`src/rtl/pwm_pkg.sv`:
```
// pwm_pkg: shared FSM state type and sign-magnitude helpers for the PWM ramp controller.
package pwm_pkg;
  typedef enum logic [1:0] {IDLE, RAMP, ZERO_HOLD} pwm_state_e;
  // A zero magnitude always carries a positive sign, so -0 collapses to +0.
  function automatic logic norm_sign(input logic sign, input logic mag_nz);
    return sign & mag_nz;
  endfunction
endpackage

```
`src/rtl/pwm_period_tick.sv`:
```
// pwm_period_tick: free-running one-cycle pulse every N clocks, first pulse N clocks after reset.
module pwm_period_tick #(
  parameter int N = 10
) (
  input  logic Clock,
  input  logic Reset_n,
  output logic Tick
);
  localparam int CW = (N > 1) ? $clog2(N) : 1;
  logic [CW-1:0] cnt_q, cnt_d;
  logic tick_q, wrap;
  assign wrap = cnt_q == CW'(N - 1);
  assign cnt_d = wrap ? '0 : cnt_q + 1'b1;
  always_ff @(posedge Clock or negedge Reset_n) begin
    if (!Reset_n) begin
      cnt_q  <= '0;
      tick_q <= 1'b0;
    end else begin
      cnt_q  <= cnt_d;
      tick_q <= wrap;
    end
  end
  assign Tick = tick_q;
endmodule

```
`src/rtl/pwm_ramp_controller.sv`:
```
// pwm_ramp_controller: slews a sign-magnitude PWM duty word toward a commanded target,
// one bounded step per PWM period, passing through a zero-duty dwell on sign reversal.
module pwm_ramp_controller
  import pwm_pkg::*;
#(
  parameter int ClockPeriod_ns   = 20,
  parameter int PWMPeriod_ns     = 200_000,
  parameter int Size             = 4,
  parameter int Step             = 1,
  parameter int ZeroHoldPeriods  = 1
) (
  input  logic            Clock,
  input  logic            Reset_n,
  input  logic [Size-1:0] CmdData,
  input  logic            CmdValid,
  output logic            CmdReady,
  input  logic            Stop,
  output logic [Size-1:0] Data,
  output logic            Tick,
  output logic            Busy,
  output logic            AtTarget
);
  localparam int PeriodClocks = PWMPeriod_ns / ClockPeriod_ns;
  localparam int MW = Size - 1;
  localparam int HW = $clog2(ZeroHoldPeriods + 1);
  localparam logic [MW-1:0] StepM = MW'(Step);

  pwm_state_e state_q, state_d;
  logic [Size-1:0] data_q, data_d, target_q, target_d, cmd_n, step_d;
  logic [HW-1:0] hold_q, hold_d;
  logic [MW-1:0] dmag, tmag, diff, delta, step_mag;
  logic tick, accept, same_sign, step_sign, hold_done;

  pwm_period_tick #(.N(PeriodClocks)) u_tick (
    .Clock  (Clock),
    .Reset_n(Reset_n),
    .Tick   (tick)
  );

  assign dmag      = data_q[MW-1:0];
  assign tmag      = target_q[MW-1:0];
  assign cmd_n     = {norm_sign(CmdData[Size-1], |CmdData[MW-1:0]), CmdData[MW-1:0]};
  assign CmdReady  = Reset_n && !Stop && state_q != ZERO_HOLD;
  assign accept    = CmdValid && CmdReady;
  assign target_d  = Stop ? '0 : accept ? cmd_n : target_q;
  // A step always uses the registered target, so a retarget on a Tick edge takes effect one period later.
  assign same_sign = data_q[Size-1] == target_q[Size-1] || dmag == '0;
  assign diff      = !same_sign ? dmag : dmag > tmag ? dmag - tmag : tmag - dmag;
  assign delta     = diff < StepM ? diff : StepM;
  assign step_mag  = (same_sign && dmag < tmag) ? dmag + delta : dmag - delta;
  assign step_sign = same_sign ? target_q[Size-1] : data_q[Size-1];
  assign step_d    = {norm_sign(step_sign, |step_mag), step_mag};
  assign hold_done = hold_q == HW'(ZeroHoldPeriods - 1);

  always_comb begin
    state_d = state_q;
    data_d  = data_q;
    hold_d  = hold_q;
    if (Stop) begin
      state_d = IDLE;
      data_d  = '0;
      hold_d  = '0;
    end else if (state_q == IDLE) begin
      state_d = (accept && cmd_n != data_q) ? RAMP : IDLE;
    end else if (state_q == RAMP) begin
      data_d  = tick ? step_d : data_q;
      state_d = data_d == target_d ? IDLE :
                (tick && !same_sign && step_mag == '0) ? ZERO_HOLD : RAMP;
    end else if (tick) begin
      hold_d  = hold_done ? '0 : hold_q + 1'b1;
      state_d = !hold_done ? ZERO_HOLD : target_q == '0 ? IDLE : RAMP;
    end
  end

  always_ff @(posedge Clock or negedge Reset_n) begin
    if (!Reset_n) begin
      state_q  <= IDLE;
      data_q   <= '0;
      target_q <= '0;
      hold_q   <= '0;
    end else begin
      state_q  <= state_d;
      data_q   <= data_d;
      target_q <= target_d;
      hold_q   <= hold_d;
    end
  end

  assign Data     = data_q;
  assign Tick     = tick;
  assign Busy     = state_q != IDLE;
  assign AtTarget = data_q == target_q;
endmodule
```
`config.mk`:
```
export PLATFORM = sky130hd
export DESIGN_NAME = pwm_ramp_controller
export DESIGN_NICKNAME = d
export VERILOG_FILES = /design/src/rtl/pwm_pkg.sv /design/src/rtl/pwm_period_tick.sv /design/src/rtl/pwm_ramp_controller.sv
export SDC_FILE = /design/constraint.sdc
export NUM_CORES = 1
export LEC_CHECK = 0
export BUFFER_PORTS_ARGS = -buffer_cell sky130_fd_sc_hd__buf_4
export CORE_ASPECT_RATIO = 1.25
export CORE_MARGIN = 4
export CORE_UTILIZATION = 50
export CTS_CLUSTER_DIAMETER = 120
export DETAILED_ROUTE_END_ITERATION = 8
export PLACE_DENSITY = 0.69
export SLEW_MARGIN = 10
export SYNTH_ARGS = -nofsm -noshare
export SYNTH_HDL_FRONTEND = slang
export SYNTH_SLANG_ARGS = --single-unit
```
`constraint.sdc`:
```
create_clock -name Clock -period 5 [get_ports Clock]
set_input_delay 1 -clock Clock [delete_from_list [all_inputs] [get_ports Clock]]
set_output_delay 1 -clock Clock [all_outputs]
set_load 0.05 [all_outputs]
```
=== Yosys cells after proc, flatten, opt, wreduce, memory -nomap -nowiden ===
Index checks and enable logic that the tools add are counted.

* Equality and inequality tests: 9
* Order comparisons: 3
* Bitwise operators: 2
* Reduce and logical (&&, ||, !) cells: 22
* Add/subtract/negate cells: 6
* Mux-type cells: 26

{| class="wikitable"
|+ Operators with widths
! cell !! count
|-
| $mux W4 || 6
|-
| $add A14 B1 Y14 const B || 1
|-
| $eq A14 B14 Y1 const B || 1
|-
| $mux W14 || 1
|-
| $mux W2 || 7
|-
| $mux W3 || 4
|-
| $sub A3 B3 Y3 || 3
|-
| $eq A4 B4 Y1 || 2
|-
| $mux W1 || 8
|-
| $logic_and A1 B1 Y1 || 7
|-
| $logic_not A3 Y1 || 2
|-
| $ne A2 B2 Y1 const B || 3
|-
| $reduce_bool A2 Y1 || 3
|-
| $reduce_or A3 Y1 || 2
|-
| $logic_not A4 Y1 || 1
|-
| $ne A4 B4 Y1 || 1
|-
| $reduce_bool A4 Y1 || 1
|-
| $add A3 B3 Y3 || 1
|-
| $gt A3 B3 Y1 || 1
|-
| $lt A3 B1 Y1 const B || 1
|-
| $lt A3 B3 Y1 || 1
|-
| $reduce_and A3 Y1 || 1
|-
| $and A1 B1 Y1 || 2
|-
| $eq A2 B1 Y1 const B || 1
|-
| 6 further kinds || 7
|}

* Bits in registers: 26
* Word-level logic and storage cells: 74
* Bits of input ports: 8
* Output and inout port bits: 8

=== Longest topological paths before layout ===
Gate-level depths: netlist of the first run.

* Word-level depth: 15
* Depth in mapped cells: 19
* Gate-level depth less buffers: 19

=== By module ===
Synthesis of the first run repeated with hierarchy kept, for this count alone.

* Cell total of the unflattened synthesis: 176
* Area, all modules: 1737.9 µm²

{| class="wikitable"
|+ Modules (own cells, without submodules)
! module !! times used !! cells an instance !! area an instance (µm²) !! seq. area each (µm²)
|-
| pwm_ramp_controller || 1 || 113 || 1044.8 || 250.2
|-
| pwm_period_tick || 1 || 63 || 693.2 || 375.4
|}

=== Worst setup path before layout of the first run ===
Ideal clock, no wire load.

* Path type: flip-flop to flip-flop
* From: register data_q[1], in the netlist Data[1]
* To: register state_q[1]
* Buffers on the path: 0
* Setup time: 0.082 ns
* Clock period less this slack: 4.330 ns
* Data required time: 4.918 ns
* Slack: 0.670 ns
* Stages on the path, launching flop included: 16
* Arrival time: 4.248 ns
* Cell sequence: dfrtp_1 inv_1 ha_1 nand3_1 nor2b_1 mux2i_1 xnor2_1 nand4b_1 inv_1 ha_1 and2_2 fa_1 or3b_1 or4_1 a21o_2 a31oi_1

* Cells in the longest elaborated chain, start to end: 15
* Elaborated cells between the ends (all ways): 28
* Those cells by class: add/sub (4); order compare (3); eq/ne (1); mux (11); bitwise (1); reduce/logical (8)

{| class="wikitable"
|+ RTL lines
! what !! line !! RTL
|-
| from (decl) || pwm_ramp_controller.sv:29 || <nowiki>logic [Size-1:0] data_q, data_d, target_q, target_d, cmd_n, step_d;</nowiki>
|-
| from (signal assigned) || pwm_ramp_controller.sv:83 || <nowiki>data_q <= data_d;</nowiki>
|-
| $sub A3 B3 Y3, or another cell as far along || pwm_ramp_controller.sv:48 || <nowiki>assign diff = !same_sign ? dmag : dmag > tmag ? dmag - tmag : tmag - dmag;</nowiki>
|-
| $mux W3 / $logic_or A1 B1 Y1 (equally long branches) || pwm_ramp_controller.sv:48, pwm_ramp_controller.sv:47 ||
|-
| $mux W3 || pwm_ramp_controller.sv:48 ||
|-
| $lt A3 B1 Y1 || pwm_ramp_controller.sv:49 || <nowiki>assign delta = diff < StepM ? diff : StepM;</nowiki>
|-
| $mux W3 || pwm_ramp_controller.sv:49 ||
|-
| $sub A3 B3 Y3 / $add A3 B3 Y3 (equally long branches) || pwm_ramp_controller.sv:50 || <nowiki>assign step_mag = (same_sign && dmag < tmag) ? dmag + delta : dmag - delta;</nowiki>
|-
| $mux W3 || pwm_ramp_controller.sv:50 ||
|-
| $reduce_or A3 Y1 || pwm_ramp_controller.sv:52 || <nowiki>assign step_d = {norm_sign(step_sign, |step_mag), step_mag};</nowiki>
|-
| $and A1 B1 Y1 || pwm_pkg.sv:6 || <nowiki>return sign & mag_nz;</nowiki>
|-
| $mux W4 || pwm_ramp_controller.sv:66 || <nowiki>data_d = tick ? step_d : data_q;</nowiki>
|-
| $eq A4 B4 Y1 || pwm_ramp_controller.sv:67 || <nowiki>state_d = data_d == target_d ? IDLE :</nowiki>
|-
| $mux W2 * || pwm_ramp_controller.sv:67 ||
|-
| $mux W2 * || pwm_ramp_controller.sv:65 || <nowiki>end else if (state_q == RAMP) begin</nowiki>
|-
| $mux W2 * || pwm_ramp_controller.sv:63 || <nowiki>end else if (state_q == IDLE) begin</nowiki>
|-
| $mux W2 * || pwm_ramp_controller.sv:59 || <nowiki>if (Stop) begin</nowiki>
|-
| to (signal assigned) || pwm_ramp_controller.sv:82 || <nowiki>state_q <= state_d;</nowiki>
|-
| to (decl) || pwm_ramp_controller.sv:28 || <nowiki>pwm_state_e state_q, state_d;</nowiki>
|}

Mark *: on every way between the ends. The rest lies on a longest branch, timed or not.
A chain may end at the register's enable or synchronous reset.

=== Final worst setup path of the first run ===
Same ends and word-level chain as after synthesis.

==> out/results.ini, run 1 <==
[clock_tree]
path_clk_slew_ns=0.09
post_cts_buffers=0
cts_tree=done
hold_buffers=0
clock_path_buffers=2
htree_num_levels=1
root_buffer=clkbuf_8
cts.repair.resized=0
clk_latency_ns=0.27
cts_sinks=25
numCtsBuffers=3

[drt]
num_vias=1347
ant_nets=0
drt-wirelength-per-cell_um=15.9
drtIter0Drc=86
routed_wl_mm=3.62
viasPerCell=5.91
drtPass1Iterations=4
drc=0

[critical_path]
path_delay_family=simple AND/OR/NAND/NOR gates
r2r_end=state_q[1]$_DFFE_PN0P_
arrival_ns=4.56
worstReg2RegStart=Data[1]$_DFFE_PN0P_
cp_max_fo=10
cp_slowest_stage_delay_ns=0.61
r2r_slack_ns=0.63
crit_required_ns=5.19
worst-setup-path-type=flip-flop to flip-flop
path_cells=inv_1, ha_1, nand3_1, nor2b_1, mux2i_1, xnor2_1, nand4b_1, inv_1, ha_1, and2_2, fa_1, or3b_1, or4_1, a21o_2, a31oi_1
cp_num_buf_inv=2
startpoint_type=flip-flop
worstRegToRegCells=15
slowest_stage=dfrtp_1
cp-end-kind=flip-flop

[yosys]
syn_avg_cell_area_um2=9.59
netlist_area_um2=1690
synth-seq-area-share_pct=37.1
ys.flop_type=dfrtp_1
yosysTopAreaCellShare_pct=37.1
synthCells=176
synthTopCellsByArea=dfrtp_1, xor2_1, ha_1, mux2i_1, xnor2_1
ys_warn_count=0
synth_seq_cells=25
ys_types=44
synth.largest_area_cell=dfrtp_1
yosysMostFrequentCell=dfrtp_1
synth_edf_count=0
async_reset_ff_share_pct=100
synthTopCellsByCount=dfrtp_1, nor2_1, xor2_1
synth_fp_nets=195

[sta]
drv_slew=0
worst_pin_slew_ns=0.551
hold_viol=0
finalSetupViolations=0
period_share_pct=87.5
slew_headroom_pct=63.1
clock.fmax_mhz=229
rsz0062_at_grt=false
tns_ns=0
fin_crit_ns=4.37
fin_worst_skew_ns=0.00392

[global_route]
grt_max_degree=29
grt_usage_pct=19.0
grt_pass1_wl_mm=6.27
grt_overflow=0
antenna_found_initial=0
grt_pass1_vias=1343

[worst_hold_path]
whs_endpoint=u_tick.cnt_q[0]$_DFF_PN0_
hold_path.class=flip-flop to flip-flop
hold_path_depth=1
holdCritStartpoint=u_tick.cnt_q[0]$_DFF_PN0_

[placed_design]
dp_hpwl_mm=2.74
port_buffers=15
placedCellCount=224
gp_congestion=0.830

[power_and_ir_drop]
power_mw=0.429
power_leakage_nw=0.866
power_density_nw_per_um2=231
peakVddDrop_mv=0.189

[final_layout]
layout.nets=211
final_core_util_pct=57.8
drive_above_1_share_pct=16.2
fill_cells=290
antenna_cells=0
finalNonFillerCells=228
syn2layout_area_growth_pct=10.3

[floorplanning]
dieArea_um2=4380
core_um2=3220
io_pins=16
die_w_um=60.0
fp-row-count=23
start_util_pct=52.4
die_y_um=73.0

[run_status]
outcome=finished, final reports clean

[run]
cap_violations=0

[power breakdown]
group | internal [mW] | switching (mW) | total, mW
Sequential | 0.205 | 0.00528 | 0.210
Combinational | 0.0417 | 0.0592 | 0.101
Clock | 0.0557 | 0.0627 | 0.118
Total | 0.302 | 0.127 | 0.429
[area by class of cell]
type	count	area, um^2	share of cell area (%)
clock buffers	3	41.3	2.22
clock inverters	1	5.00	0.269
inverters	8	30.0	1.61
repair buffers	15	113	6.05
flip-flops and latches	25	626	33.6
well taps	37	46.3	2.49
multi-input cells	139	1000	53.8
[cells by family (layout without fill, tap and decap cells)]
kind of cell	count (synthesis)	in the layout	share of synthesized area (%)
xor gates and xnor gates	25	25	13.0
buffers and inverters	12	27	3.63
adders and majority gates	11	11	9.49
muxes	11	11	6.60
AOI/OAI and AO/OA	18	18	7.34
other	1	1	0.222
DFF	25	25	37.1
and+or+nand+nor	73	73	22.7
[metrics by stage]
stage / hold WS (ns) / setup WS (ns) / cell area (um^2)
final: 0.486 / 0.627 / 1860
after global routing: 0.523 / 0.315 / 1860
after CTS: 0.487 / 0.634 / 1860
after detailed placement: 0.475 / 0.650 / 1820
after global placement: 0.468 / 0.808 / 1820
after floorplan: 0.455 / 0.670 / 1690
[flip-flops by register name (all words and copies together), names as in the netlist]
signal,count
u_tick.cnt_q,14
u_tick.Tick,1
Data,4
target_q,4
state_q,2
[placed cells by master, fill, tap and decap left out, drive strengths merged, types with 2 or more instances in the layout]
master,instances
inv,8
mux2i,10
xor2,14
a31oi,3
xnor2,11
nand4,4
a21o,2
buf,15
clkbuf,3
nand2,13
nor2b,3
nand3,9
ha,8
dfrtp,25
a21oi,5
nor2,24
nor3,4
a211oi,2
and2b,2
fa,3
o21ai,2
[layer usage]
| metal | global-route usage, % | share of wire [%] | routed length (um) | vias to the layer above |
|---|---|---|---|---|
| met4 | 7.88 | 2.2 | 80 | 0 |
| met3 | 3.36 | 4.8 | 173 | 6 |
| met1 | 23.1 | 40 | 1460 | 665 |
| met2 | 32.3 | 52 | 1900 | 42 |
| li1 | - | - | - | 634 |
| met5 | 0 | 0 | 0 | - |
[worst max-delay path by stage]
stage,depth (start not counted),slack (ns),from,endpoint
final,15,0.63,Data[1]$_DFFE_PN0P_,state_q[1]$_DFFE_PN0P_
after detailed placement,15,0.65,Data[1]$_DFFE_PN0P_,state_q[1]$_DFFE_PN0P_
after CTS,15,0.63,Data[1]$_DFFE_PN0P_,state_q[1]$_DFFE_PN0P_
after global routing,15,0.32,Data[1]$_DFFE_PN0P_,state_q[1]$_DFFE_PN0P_
after floorplan,15,0.67,Data[1]$_DFFE_PN0P_,state_q[1]$_DFFE_PN0P_
after global placement,15,0.81,Data[2]$_DFFE_PN0P_,state_q[1]$_DFFE_PN0P_
Power figures use the tool's default switching activity.
==> run 2, diff against run 1 <==
- PLACE_DENSITY: 0.69 -> 0.67
==> run 2 against run 1 <==
Net effect: final cell count unchanged; combinational power about the same; sequential share of layout area about the same; clock-buffer cell count up 1; clock skew down 0.00099 ns; first-iteration DRC count up 8.1%; flip-flop and latch count unchanged; critical path type unchanged.
==> out/results.ini, run 2 (synthesized netlist as in run 1, its figures left out) <==
[placed_design]
port_buffers=15
dp_hpwl_mm=2.68
pre_cts_ws_ns=0.705
gp_congestion=0.803
placedCellCount=224

[final_layout]
layout.nets=211
finalNonFillerCells=228
fill_cells=305
drive_above_1_share_pct=15.7
final_core_util_pct=57.7
top_register=u_tick.cnt_q
antenna_cells=0
final_cell_mix=dfrtp_1, nor2_1, buf_4
final_common_cell=dfrtp_1
syn2layout_area_growth_pct=10.2
largest_reg_flops=14

[clock_tree]
cts.repair.resized=0
root_buffer=clkbuf_8
hold_buffers=0
cts_sinks=25
numCtsBuffers=3
clk_latency_ns=0.26
post_cts_buffers=0
htree_num_levels=1
clock_path_buffers=2
path_clk_slew_ns=0.08
cts_tree=done

[power_and_ir_drop]
power_mw=0.425
pwr-share-clk_pct=27.4
power_density_nw_per_um2=229
p_int_mw=0.303
switching_share_pct=28.8
combPwrFrac_pct=23.2
power_leakage_nw=0.864
power_frac_seq_pct=49.4
p_switching_mw=0.122
peakVddDrop_mv=0.184

[critical_path]
cp_max_fo=10
startpoint_type=flip-flop
cp-end-kind=flip-flop
crit_required_ns=5.19
arrival_ns=4.55
worst-setup-path-type=flip-flop to flip-flop

[floorplanning]
die_y_um=73.0
io_pins=16
fp-row-count=23
core_um2=3220
dieArea_um2=4380
start_util_pct=52.4
die_w_um=60.0

[drt]
num_vias=1333
viasPerCell=5.85
ant_nets=0
drtPass1Iterations=4
drtIter0Drc=93
drc=0
routed_wl_mm=3.49
drt-wirelength-per-cell_um=15.3

[sta]
finalSetupViolations=0
tns_ns=0
fin_crit_ns=4.36
clock.fmax_mhz=229
drv_slew=0
rsz0062_at_grt=false
slew_headroom_pct=65.2
fin_worst_skew_ns=0.00293
period_share_pct=87.2
hold_viol=0
worst_pin_slew_ns=0.519
setup_ws_ns=0.641

[global_route]
antenna_found_initial=0
grt_overflow=0
grt_max_degree=29
grt_usage_pct=18.3
grt_pass1_vias=1390
grt_pass1_wl_mm=6.06

[run]
cap_violations=0

[run_status]
outcome=finished, final reports clean

[worst_hold_path]
hold_path.class=flip-flop to flip-flop

==> run 2: per-layer routing <==
layer / vias to the layer above / wire length [um] / global-route usage (%)
met3: 8 / 147 / 3.72
met4: 0 / 87 / 8.87
met2: 36 / 1710 / 28.8
li1: 636 / - / -
met1: 653 / 1550 / 23.5
met5: - / 0 / 0
==> run 2: path summary, 6_finish.rpt <==
kind / start / to / slack, ns / depth (start not counted)
max in group asynchronous: Reset_n / target_q[1]$_DFF_PN0_ / 4.11 / 1
hold / removal: u_tick.cnt_q[0]$_DFF_PN0_ / u_tick.cnt_q[0]$_DFF_PN0_ / 0.48 / 1
min in group asynchronous: Reset_n / u_tick.cnt_q[6]$_DFF_PN0_ / 0.63 / 1
hold reg to reg: u_tick.cnt_q[0]$_DFF_PN0_ / u_tick.cnt_q[0]$_DFF_PN0_ / 0.48 / 1
setup / recovery: Data[1]$_DFFE_PN0P_ / state_q[1]$_DFFE_PN0P_ / 0.64 / 15
setup reg to reg: Data[1]$_DFFE_PN0P_ / state_q[1]$_DFFE_PN0P_ / 0.64 / 15
==> run 2: power groups by stage <==
stage          clock network [mW]  registers, mW  logic [mW]
2_1_floorplan                   0          0.215      0.0682
3_3_place_gp                    0          0.214      0.0959
3_5_place_dp                    0          0.214      0.0985
4_1_cts                     0.121          0.210      0.0992
5_1_grt                     0.130          0.211       0.111
6_report                    0.117          0.210      0.0985
==> run 2: layout make-up <==
class	count	area, um^2	share of cell area (%)
multi-input combinational	139	1000	53.8
sequential	25	626	33.6
timing repair buffer	15	113	6.05
tap	37	46.3	2.49
clock buffer	4	45.0	2.42
inverter	8	30.0	1.61
==> run 2: worst max-delay path, cell delays in order, from the launching register on <==
cell,delay [ns]
dfrtp_1,0.59
inv_1,0.15
ha_1,0.36
nand3_1,0.13
nor2b_1,0.24
mux2i_1,0.27
xnor2_1,0.14
nand4b_1,0.15
inv_1,0.08
ha_1,0.22
and2_2,0.18
fa_1,0.47
or3b_1,0.40
or4_1,0.57
a21o_2,0.21
a31oi_1,0.13
==> run 2: through the flow <==
step	hold WS [ns]	cell area [um^2]
global route	0.527	1860
detailed placement	0.475	1820
floorplan	0.455	1690
CTS	0.487	1860
finish	0.481	1860
global placement	0.469	1820
==> run 3, diff against run 2 <==
==> constraint.sdc (replaced) <==
create_clock -name Clock -period 5 [get_ports Clock]
set_input_delay 0.25 -clock Clock [delete_from_list [all_inputs] [get_ports Clock]]
set_output_delay 0.25 -clock Clock [all_outputs]
set_load 0.05 [all_outputs]
==> run 3 against run 2 <==
Net effect: first-iteration DRC count is 14% lower; design area increased by 0.54%; clock-buffer cell count did not move; die area unchanged; sequential power about the same; critical path type unchanged; wire length grew 0.14%; final cell count grew 0.44%; clock power about the same; setup slack improved by 0.016 ns; sequential share of layout area shrank 0.18 points; combinational power grew 0.4%.
==> out/results.ini, run 3 (synthesized netlist as in run 1, its figures left out) <==
[clock_tree]
clock_path_buffers=2
cts.repair.resized=0
numCtsBuffers=3
path_clk_slew_ns=0.08
cts_tree=done
cts_sinks=25
hold_buffers=1
root_buffer=clkbuf_8
htree_num_levels=1
post_cts_buffers=0
clk_latency_ns=0.26

[placed_design]
placed_cell_area_um2=1820
placedCellCount=224
pre_cts_ws_ns=0.705
gp_congestion=0.803
dp_hpwl_mm=2.68
port_buffers=15

[global_route]
grt_overflow=0
grt_max_degree=29
grt_pass1_vias=1391
grt_pass1_wl_mm=6.04
grt_usage_pct=18.2
antenna_found_initial=0

[sta]
fin_crit_ns=4.34
period_share_pct=86.9
tns_ns=0
slew_headroom_pct=65.1
clock.fmax_mhz=230
setup_ws_ns=0.656
drv_slew=0
rsz0062_at_grt=false
hold_viol=0
worst_pin_slew_ns=0.520
fin_worst_skew_ns=0.00257
finalSetupViolations=0
timing.hold.ws_ns=0.256

[critical_path]
slowest_stage=dfrtp_1
critPathLaunch=Data[1]$_DFFE_PN0P_
path_cells=inv_1, ha_1, nand3_1, nor2b_1, mux2i_1, xnor2_1, nand4b_1, inv_1, ha_1, and2_2, fa_1, or3b_1, or4_1, a21o_2, a31oi_1
arrival_ns=4.53
worstRegToRegCells=15
cp-end-kind=flip-flop
path_delay_family=simple AND/OR/NAND/NOR gates
cp_num_buf_inv=2
r2r_slack_ns=0.66
crit_required_ns=5.19
cp_slowest_stage_delay_ns=0.59
startpoint_type=flip-flop
cp_max_fo=10
worst-setup-path-type=flip-flop to flip-flop
worstReg2RegStart=Data[1]$_DFFE_PN0P_
r2r_end=state_q[1]$_DFFE_PN0P_

[power_and_ir_drop]
power_frac_seq_pct=49.4
power_leakage_nw=0.868
combPwrFrac_pct=23.2
power_mw=0.426
p_switching_mw=0.122
power_density_nw_per_um2=228
peakVddDrop_mv=0.183
p_int_mw=0.304
switching_share_pct=28.7
pwr-share-clk_pct=27.4

[run]
cap_violations=0

[floorplanning]
io_pins=16
start_util_pct=52.4
core_um2=3220
fp-row-count=23
die_w_um=60.0
dieArea_um2=4380
die_y_um=73.0

[drt]
viasPerCell=5.84
drtIter0Drc=80
drtPass1Iterations=4
num_vias=1337
drc=0
drt-wirelength-per-cell_um=15.3
ant_nets=0
routed_wl_mm=3.50

[worst_hold_path]
hold_path.class=input pin to flip-flop
hold_path_depth=2
holdCritStartpoint=Stop
whs_endpoint=Data[3]$_DFFE_PN0P_

[final_layout]
top_register=u_tick.cnt_q
largest_reg_flops=14
drive_above_1_share_pct=15.6
final_common_cell=dfrtp_1
layout.nets=212
syn2layout_area_growth_pct=10.8
final_core_util_pct=58.0
final_cell_area_um2=1870
antenna_cells=0
fill_cells=303
finalNonFillerCells=229
final_cell_mix=dfrtp_1, nor2_1, buf_4

[run_status]
outcome=finished, final reports clean

## run 3: changes by cell type in the layout (fill, tap and decap cells not counted)
cell	delta
dlygate4sd3_1	+1
## run 3: area by class of cell
type / instances / area, um^2 / area share (%)
timing repair buffer: 16 / 123 / 6.56
multi-input combinational: 139 / 1000 / 53.5
clock buffer: 4 / 45.0 / 2.41
inverter: 8 / 30.0 / 1.61
tap: 37 / 46.3 / 2.47
sequential: 25 / 626 / 33.4
## run 3: power groups by stage
stage	Clock, mW	Sequential (mW)	Combinational, mW
after global placement	0	0.214	0.0959
final	0.117	0.210	0.0989
after floorplan	0	0.215	0.0682
after CTS	0.121	0.210	0.0998
after detailed placement	0	0.214	0.0985
after global routing	0.130	0.211	0.111
## run 3: per-layer routing
layer / GRT usage, % / routed length (um) / vias up
li1: - / - / 634
met1: 23.5 / 1520 / 658
met2: 28.8 / 1720 / 37
met3: 3.54 / 176 / 8
met4: 8.87 / 87 / 0
met5: 0 / 0 / -
## run 3: how the worst max path moves through the flow
stage                                   endpoint  slack, ns  depth (start not counted)
after CTS                 state_q[1]$_DFFE_PN0P_       0.68                         15
after floorplan           state_q[1]$_DFFE_PN0P_       0.67                         15
after global routing      state_q[1]$_DFFE_PN0P_       0.36                         15
after global placement    state_q[1]$_DFFE_PN0P_       0.82                         15
final                     state_q[1]$_DFFE_PN0P_       0.66                         15
after detailed placement  state_q[1]$_DFFE_PN0P_       0.71                         15
